==> src/rtl/dp_demx16q.sv <==
// dp_demx16q: 16-bit output stage, 2-entry in-order queue steering each word
// to port 0 or port 1 by its tag, valid/ready on both sides.
//
// Ports:
//   clk, reset_l             clock, async active-low reset
//   in_data/in_dest          word and destination tag from the producer
//   in_valid/in_ready        producer handshake (ready is registered)
//   out0_data/valid/ready    consumer port 0
//   out1_data/valid/ready    consumer port 1
//   count                    entries held (0..2)

module dp_demx16q (
  input  logic        clk,
  input  logic        reset_l,
  input  logic [15:0] in_data,
  input  logic        in_dest,
  input  logic        in_valid,
  output logic        in_ready,
  output logic [15:0] out0_data,
  output logic        out0_valid,
  input  logic        out0_ready,
  output logic [15:0] out1_data,
  output logic        out1_valid,
  input  logic        out1_ready,
  output logic [1:0]  count
);

  typedef enum logic [1:0] {
    EMPTY = 2'd0,
    ONE   = 2'd1,
    FULL  = 2'd2
  } state_t;

  state_t      state;
  logic        ready_q;
  logic        wr_ptr;
  logic        rd_ptr;
  logic [15:0] mem_data [2];
  logic [1:0]  mem_tag;

  logic        live;
  logic        head_tag;
  logic        rd_sel;
  logic        push;
  logic        pop;

  assign live     = (state != EMPTY);
  assign head_tag = mem_tag[rd_ptr];

  assign out0_valid = live & ~head_tag;
  assign out1_valid = live & head_tag;

  assign push = in_valid & ready_q;
  assign pop  = (out0_valid & out0_ready)
              | (out1_valid & out1_ready);

  // Empty is only reached by popping, so the last head sits
  // just behind the read pointer; show it while idle.
  assign rd_sel    = live ? rd_ptr : ~rd_ptr;
  assign out0_data = mem_data[rd_sel];
  assign out1_data = mem_data[rd_sel];

  assign in_ready = ready_q;
  assign count    = state;

  // in_ready is registered alongside the state so it never
  // sees out*_ready combinationally.
  always_ff @(posedge clk or negedge reset_l) begin
    if (!reset_l) begin
      state   <= EMPTY;
      ready_q <= 1'b1;
    end else begin
      unique case (state)
        EMPTY: begin
          if (push)
            state <= ONE;
        end
        ONE: begin
          if (push && !pop) begin
            state   <= FULL;
            ready_q <= 1'b0;
          end else if (pop && !push) begin
            state <= EMPTY;
          end
        end
        FULL: begin
          if (pop) begin
            state   <= ONE;
            ready_q <= 1'b1;
          end
        end
        default: begin
          state   <= EMPTY;
          ready_q <= 1'b1;
        end
      endcase
    end
  end

  always_ff @(posedge clk or negedge reset_l) begin
    if (!reset_l) begin
      wr_ptr      <= 1'b0;
      rd_ptr      <= 1'b0;
      mem_data[0] <= 16'h0000;
      mem_data[1] <= 16'h0000;
      mem_tag     <= 2'b00;
    end else begin
      if (push) begin
        mem_data[wr_ptr] <= in_data;
        mem_tag[wr_ptr]  <= in_dest;
        wr_ptr           <= ~wr_ptr;
      end
      if (pop)
        rd_ptr <= ~rd_ptr;
    end
  end

endmodule

==> config.mk <==
export PLATFORM = sky130hd
export DESIGN_NAME = dp_demx16q
export DESIGN_NICKNAME = d
export VERILOG_FILES = /design/src/rtl/dp_demx16q.sv
export SDC_FILE = /design/constraint.sdc
export NUM_CORES = 1
export LEC_CHECK = 0
export BUFFER_PORTS_ARGS = -buffer_cell sky130_fd_sc_hd__buf_4
export CORE_UTILIZATION = 51
export DETAILED_ROUTE_END_ITERATION = 6
export PLACE_DENSITY = 0.85
export RECOVER_POWER = 50
export SETUP_SLACK_MARGIN = 0.4
export SYNTH_ARGS = -nofsm -noshare
export SYNTH_HDL_FRONTEND = slang
export SYNTH_SLANG_ARGS = --single-unit
==> constraint.sdc <==
create_clock -name clk -period 2.08 [get_ports clk]
set_input_delay 0.104 -clock clk [delete_from_list [all_inputs] [get_ports clk]]
set_output_delay 0.104 -clock clk [all_outputs]
set_load 0.01 [all_outputs]
## After elaboration in Yosys (flattened, before gate mapping)

Index checks and enable logic that the tools add are counted.
W data, S select, Z words.

- Output and inout port bits: 37
- Word-level logic and storage cells: 61
- Register bits after elaboration: 39

- Order comparisons: 6
- Mux-type cells: 20
- Equal/unequal tests: 6
- Bitwise logic cells: 12
- Reduce and logical (&&, ||, !) cells: 10

Operator list:

| cell | number |
|---|---|
| $mux W16 | 4 |
| $bwmux W32 | 1 |
| $demux W16 S1 | 1 |
| $mux W2 | 4 |
| $mux W1 | 6 |
| $ne A2 B2 Y1 const B | 3 |
| $pmux W2 S3 | 1 |
| $reduce_and A3 Y1 | 2 |
| $and A1 B1 Y1 | 5 |
| $ge A2 B2 Y1 const B | 2 |
| $logic_and A1 B1 Y1 | 4 |
| $lt A1 B2 Y1 const B | 2 |
| $not A1 Y1 | 4 |
| $not A1 Y2 | 2 |
| $ne A3 B3 Y1 const B | 1 |
| $pmux W1 S3 | 1 |
| $bwmux W2 | 1 |
| $eq A2 B1 Y1 const B | 1 |
| $eq A2 B2 Y1 const B | 1 |
| $logic_not A1 Y1 | 2 |
| $logic_not A2 Y1 | 1 |
| $lt A2 B1 Y1 const B | 1 |
| $reduce_bool A2 Y1 | 1 |
| $demux W1 S1 | 1 |
| 2 further kinds | 2 |

## Depth between registers and ports, before layout

Gate-level depths: netlist of run 1.

- Word-level depth: 10
- Depth in mapped cells: 7

## Worst setup path before layout of run 1

Ideal clock, no wire load.

- Path type: flip-flop to flip-flop
- Start: register rd_ptr
- End: register state[0], in the netlist count[0]
- Period minus slack after synthesis: 1.856 ns
- Setup slack: 0.224 ns
- Data arrival time: 1.720 ns
- Buffers on the path: 0
- Stages on the path, launching flop included: 7
- Cells stage by stage: dfrtp_1 > mux2i_1 > mux2_2 > o21ai_0 > ha_1 > mux2i_1 > o22ai_1

- Cells in the longest elaborated chain, start to end: 10
- Elaborated cells between the ends (all ways): 16

Ends and longest elaborated chain:

| item | RTL line | source |
|---|---|---|
| start, declared | 37 | `logic rd_ptr;` |
| start signal, assigned | 114 | `rd_ptr <= ~rd_ptr;` |
| $mux W1 (implied by the code) (*) (2 in series) | 48 | `assign head_tag = mem_tag[rd_ptr];` |
| $not A1 Y1 | 50 | `assign out0_valid = live & ~head_tag;` |
| $and A1 B1 Y1 | 50 |  |
| $and A1 B1 Y1 | 54 | `assign pop = (out0_valid & out0_ready)` |
| $or A1 B1 Y1 (*) | 55 | `\| (out1_valid & out1_ready);` |
| $logic_not A1 Y1 | 79 | `if (push && !pop) begin` |
| $logic_and A1 B1 Y1 | 79 |  |
| $ne A3 B3 Y1 (no source line) / $mux W2 (equally long branches) | -- |  |
| $reduce_and A3 Y1 (no source line) / $pmux W2 S3 (equally long branches) | -- |  |
| end signal, assigned | 76 | `state <= ONE;` |
| end signal, assigned | 80 | `state <= FULL;` |
| end signal, assigned | 83 | `state <= EMPTY;` |
| end, declared | 34 | `state_t state;` |

Every way passes the cells marked *; elsewhere a longest branch is shown, timed or not. The select of a mux whose other input is x is not followed.
A chain may end at the register's enable or synchronous reset.

## Worst setup path in the final report of run 1

Same ends and word-level chain as after synthesis.

==> impl_metrics.tcl, run 1 <==
set metrics [dict create \
    port_buffers 58 \
    synth.area.mux_share 0.338 \
    drtIter0Drc 9 \
    cts_htree_levels 2 \
    final_common_cell "dfrtp_1" \
    syn_to_final_growth_pct 36.4 \
    num_vias 1224 \
    ys_types 24 \
    cts.reportedPaths.clkPinSlew_ps 70 \
    fillers 265 \
    crit_path_cell_trace "mux2i_4 -> mux2_4 -> o21ai_4 -> ha_4 -> mux2i_1 -> o22ai_1" \
    wl_um 3530 \
    final_nets 214 \
    antenna_cells 0 \
    pre_cts_slack_ps 224 \
    fin_util 0.729 \
    rows 22 \
    synthAdderAreaFrac 0.00639 \
    place_hpwl_um 2390 \
    grt_overflow 0 \
    die_w_um 63.9 \
    cts_buffer_depth 2 \
    status "finished, final reports clean" \
    grt_first_pass_wirelength_um 5720 \
    worstPathRequired_ps 2230 \
    yosys-top-cells-area "dfrtp_1 49%, mux2_2 23%, mux2_4 7.7%" \
    p_per_area_mw_per_mm2 1530 \
    tns_ps 0 \
    die_area_mm2 0.00409 \
    syn_area_mm2 0.00196 \
    tightest_slew_ps 952 \
    die_h_um 63.9 \
    synth-seq-cells 39 \
    rsz0062_at_grt "yes" \
    grt_max_degree 40 \
    crit_family "multiplexers" \
    critPathBufInv 0 \
    crit_fanout 3 \
    r2r_cells 6 \
    clock_skew_ps 2.57 \
    period_share 0.892 \
    grt_pass1_vias 1250 \
    io_pins 59 \
    fin_crit_ps 1860 \
    max_slew_margin 0.365 \
    gp_congestion 0.707 \
    worst_setup_path_end_kind "flip-flop" \
    fmaxAchievable_mhz 539 \
    drc 0 \
    crit_slowest_cell "dfrtp_1" \
    arrival_ps 2010 \
    final_max_slew_viol_count 0 \
    cts_buffers 5 \
    hold_viol 0 \
    start_util 0.535 \
    maxCapViolCount 0 \
    synth_compound_area_frac 0.0217 \
    setup_slack_ps 224 \
    firstDrtPassIters 2 \
    finalSetupViolCount 0 \
    syn_area_per_cell_um2 14.5 \
    hold_path_depth 2 \
    synth_xor_area_frac 0.0185 \
    synth_simple_gate_area_share 0.0294 \
    synth_top_family_by_area "multiplexers" \
    p_leak_nw 1.33 \
    cp-start-kind "flip-flop" \
    core_mm2 0.00366 \
    grt_antenna_before_repair 0 \
    critPathMaxStageDelay_ps 530 \
    tritoncts "yes" \
    critPathKind "reg -> reg" \
    yosysTopAreaCell "dfrtp_1" \
    clk_latency_ps 290 \
    antenna_left 0 \
    critical_path_depth 6 \
    clock_sinks 39 \
    drive_gt1_frac 0.708 \
    final_cell_mix "36 x dfrtp_1, 33 x mux2_2, 33 x buf_4" \
    yosys_warnings 0 \
    syn_inst 135 \
    grt_usage 0.191 \
    netlist.area_leader.share 0.486 \
    fin_area_mm2 0.00267 \
    post_drt_wl_per_cell_um 14.7 \
    ir_drop_v 0.000983 \
    viasPerCell 5.10 \
    syn-num-nets 158 \
    min_path_type "in -> reg" \
    cts_root_buf "clkbuf_8" \
    place_area_mm2 0.00232 \
    synth-seq-area-share 0.499 \
]
## logic make-up (layout without fill, tap and decap cells)
| group | Yosys count | in the layout |
|---|---|---|
| buf+inv | 21 | 78 |
| simple gates | 9 | 9 |
| compound gates | 7 | 7 |
| mux | 56 | 56 |
| xor+xnor | 2 | 2 |
| fa+ha+maj | 1 | 1 |
| flops | 39 | 39 |
## synthesized netlist by cell type, drive strengths merged
master	n
dfrtp	38
dfstp	1
and2b	1
a21oi	2
or2b	1
o21ai	2
o32ai	1
buf	21
nor2	3
mux2	51
o31ai	1
xor2	1
nand2b	1
mux2i	5
o22ai	1
xnor2	1
ha	1
nand2	2
and2	1
## flip-flops by register name, summed over array words and instances, names as in the netlist
register / flops
count: 2
in_ready: 1
mem_data: 32
mem_tag: 2
rd_ptr: 1
wr_ptr: 1
## repair_timing
action | CTS | global route
gates cloned | 1 | 0
pin swaps | 4 | 4
resized for setup | 39 | 8
buffers inserted | 7 | 1
endpoints found under the hold margin | 38 | 0
hold buffers | 1 | 0
endpoints found under the setup margin | 35 | 52
## where the power goes
group          total [mW]  internal [mW]  switching [mW]
clock               0.488          0.229           0.258
combinational        2.40           1.52           0.878
sequential           1.20           1.02           0.176
## final cells by class
| class | count | area (µm²) | area share |
|---|---|---|---|
| clock buffers | 5 | 68.8 | 0.0258 |
| clock inverters | 3 | 15.0 | 0.00562 |
| repair buffers | 70 | 659 | 0.247 |
| multi-input cells | 75 | 887 | 0.332 |
| well taps | 48 | 60.1 | 0.0225 |
| flip-flops and latches | 39 | 980 | 0.367 |
## routing by layer
| metal | global-route usage | routed length (µm) | part of all wire | vias to the layer above |
|---|---|---|---|---|
| met5 | 0 | 0 | 0 | - |
| met4 | 0.0739 | 40 | 0.011 | 0 |
| met3 | 0.0643 | 231 | 0.066 | 3 |
| met2 | 0.311 | 1730 | 0.49 | 47 |
| met1 | 0.233 | 1530 | 0.43 | 605 |
| li1 | - | - | - | 569 |
## stage by stage
stage | hold slack, ps | instances | power, mW
finish | 37.8 | 240 | 4.08
global route | 33.3 | 240 | 4.28
CTS | 30.2 | 239 | 4.09
detailed placement | 99.6 | 222 | 3.02
global placement | 87.6 | 222 | 2.97
floorplan | -192 | 135 | 2.53
## path summary, 6_finish.rpt
kind                                   start           end  slack (ps)
worst max-delay path                  rd_ptr      count[0]         220
worst min-delay path              in_data[5]  mem_data[21]          40
worst max register to register        rd_ptr      count[0]         220
worst min register to register  mem_data[21]  mem_data[21]         510
max in group asynchronous            reset_l      count[0]         940
min in group asynchronous            reset_l   mem_data[8]         480
Power figures use the tool's default switching activity.
==> run 2, diff against run 1 <==
- CORE_MARGIN: unset -> 1.5
- CORE_UTILIZATION: 51 -> 53
- PLACE_DENSITY: 0.85 -> 0.88
- clock period: 2.08 -> 2.3 ns (I/O delays scaled with it)
==> run 2 against run 1 <==
Utilization hardly changed; die area fell by 0.56%; clock skew is 3.2 ps higher; critical path type is now reg -> out; largest cell class unchanged; largest power group unchanged; highest routed layer unchanged.
==> impl_metrics.tcl, run 2 (synthesis gave the netlist of run 1 again) <==
set metrics [dict create \
    drive_gt1_frac 0.679 \
    fmaxAchievable_mhz 533 \
    die_area_mm2 0.00407 \
    grt_max_degree 40 \
    cts.reportedPaths.clkPinSlew_ps 70 \
    viasPerCell 5.14 \
    status "finished, final reports clean" \
    cp-start-kind "flip-flop" \
    crit_slowest_cell "dfrtp_1" \
    clock_sinks 39 \
    hold_path_depth 2 \
    final_cell_mix "62 x buf_4, 40 x mux2_2, 36 x dfrtp_1" \
    num_vias 1213 \
    worst_setup_path_end_kind "primary output" \
    wl_um 3440 \
    r2r-start "in_ready" \
    critPathKind "reg -> out" \
    drc 0 \
    crit_fanout 10 \
    crit_path_cell_trace "nor2_4 -> xnor2_4 -> buf_12 -> mux2_2 -> buf_4" \
    drtIter0Drc 18 \
    p_int_mw 2.42 \
    min_from "in_data[5]" \
    largest_reg_flops 32 \
    final_nets 212 \
    clockPowerShare 0.188 \
    core_mm2 0.00344 \
    fillers 238 \
    startpoint "count[1]" \
    final_max_slew_viol_count 0 \
    p_per_area_mw_per_mm2 1390 \
    start_util 0.569 \
    period_share 0.816 \
    firstDrtPassIters 4 \
    antenna_left 0 \
    cts_buffers 5 \
    die_h_um 63.8 \
    rsz0062_at_grt "yes" \
    tightest_slew_ps 921 \
    clock_skew_ps 5.78 \
    min_path_type "in -> reg" \
    tns_ps 0 \
    worstPathRequired_ps 2180 \
    whs_ps 58.9 \
    power_frac_comb 0.505 \
    maxCapViolCount 0 \
    max_slew_margin 0.386 \
    post_drt_wl_per_cell_um 14.6 \
    ir_drop_v 0.000753 \
    arrival_ps 1760 \
    cts_buffer_depth 2 \
    multi_input_area_um2 823 \
    syn_to_final_growth_pct 28.2 \
    grt_antenna_before_repair 0 \
    grt_usage 0.180 \
    cts_htree_levels 2 \
    critPathMaxStageDelay_ps 450 \
    finalSetupViolCount 0 \
    r2r-end "mem_data[21]" \
    tritoncts "yes" \
    place_hpwl_um 2400 \
    seqCellArea_um2 980 \
    netSwitchingFraction 0.305 \
    power.switching_mw 1.06 \
    endpoint "out0_data[5]" \
    grt_overflow 0 \
    die_w_um 63.8 \
    r2r_cells 4 \
    p_leak_nw 1.28 \
    cts_root_buf "clkbuf_8" \
    final_common_cell "buf_4" \
    fin_cells 236 \
    hold_viol 0 \
    fin_crit_ps 1880 \
    fin_util 0.729 \
    r2r_slack_ps 490 \
    port_buffers 58 \
    dp.cells 219 \
    clk_latency_ps 280 \
    registers.top_by_ff_count "mem_data" \
    antenna_cells 0 \
    rows 21 \
    gp_congestion 0.815 \
    grt_first_pass_wirelength_um 5670 \
    seq_power_share 0.307 \
    io_pins 59 \
    grt_pass1_vias 1270 \
]
run 2: worst min-delay path by stage:
stage	endpoint	slack, ps
finish	mem_data[21]	60
global route	mem_data[21]	60
CTS	mem_data[21]	50
detailed placement	mem_data[24]	110
global placement	mem_data[24]	100
floorplan	count[0]	-180
run 2: power by group through the flow:
stage               Combinational (mW)  Clock (mW)  Sequential [mW]
finish                            1.76       0.656             1.07
global route                      1.88       0.697             1.10
CTS                               1.74       0.669             1.09
detailed placement                1.62           0             1.09
global placement                  1.59           0             1.06
floorplan                         1.21           0             1.05
run 2: stage by stage:
stage	setup WS (ps)	cell area (µm²)	power (mW)
CTS	407	2480	3.49
global placement	407	2290	2.65
global route	342	2510	3.67
floorplan	444	1960	2.26
finish	423	2510	3.48
detailed placement	261	2290	2.70
run 2: worst max-delay path, delay by kind of cell (launching register included):
kind	cells	cell delay [ps]
XOR/XNOR	1	150
buffers and inverters	2	310
flip-flops	1	450
multiplexers	1	370
AND/OR/NAND/NOR	1	200
run 2: layout make-up:
| class | count | area share |
|---|---|---|
| clock buffers | 6 | 0.0289 |
| well taps | 46 | 0.0229 |
| multi-input cells | 75 | 0.328 |
| clock inverters | 2 | 0.0239 |
| flip-flops and latches | 39 | 0.391 |
| repair buffers | 68 | 0.205 |
run 2: layer usage:
| metal | up-vias | global-route usage | routed length [µm] |
|---|---|---|---|
| li1 | 569 | - | - |
| met1 | 589 | 0.222 | 1430 |
| met2 | 46 | 0.309 | 1750 |
| met3 | 9 | 0.0387 | 192 |
| met4 | 0 | 0.0734 | 68 |
| met5 | - | 0 | 0 |
run 2: timing repair:
item	4_1_cts	5_1_grt
buffers inserted	3	5
endpoints found under the setup margin	35	26
hold endpoints to repair	38	0
gates resized for setup	4	1
pin swaps	2	1
hold buffers	1	0
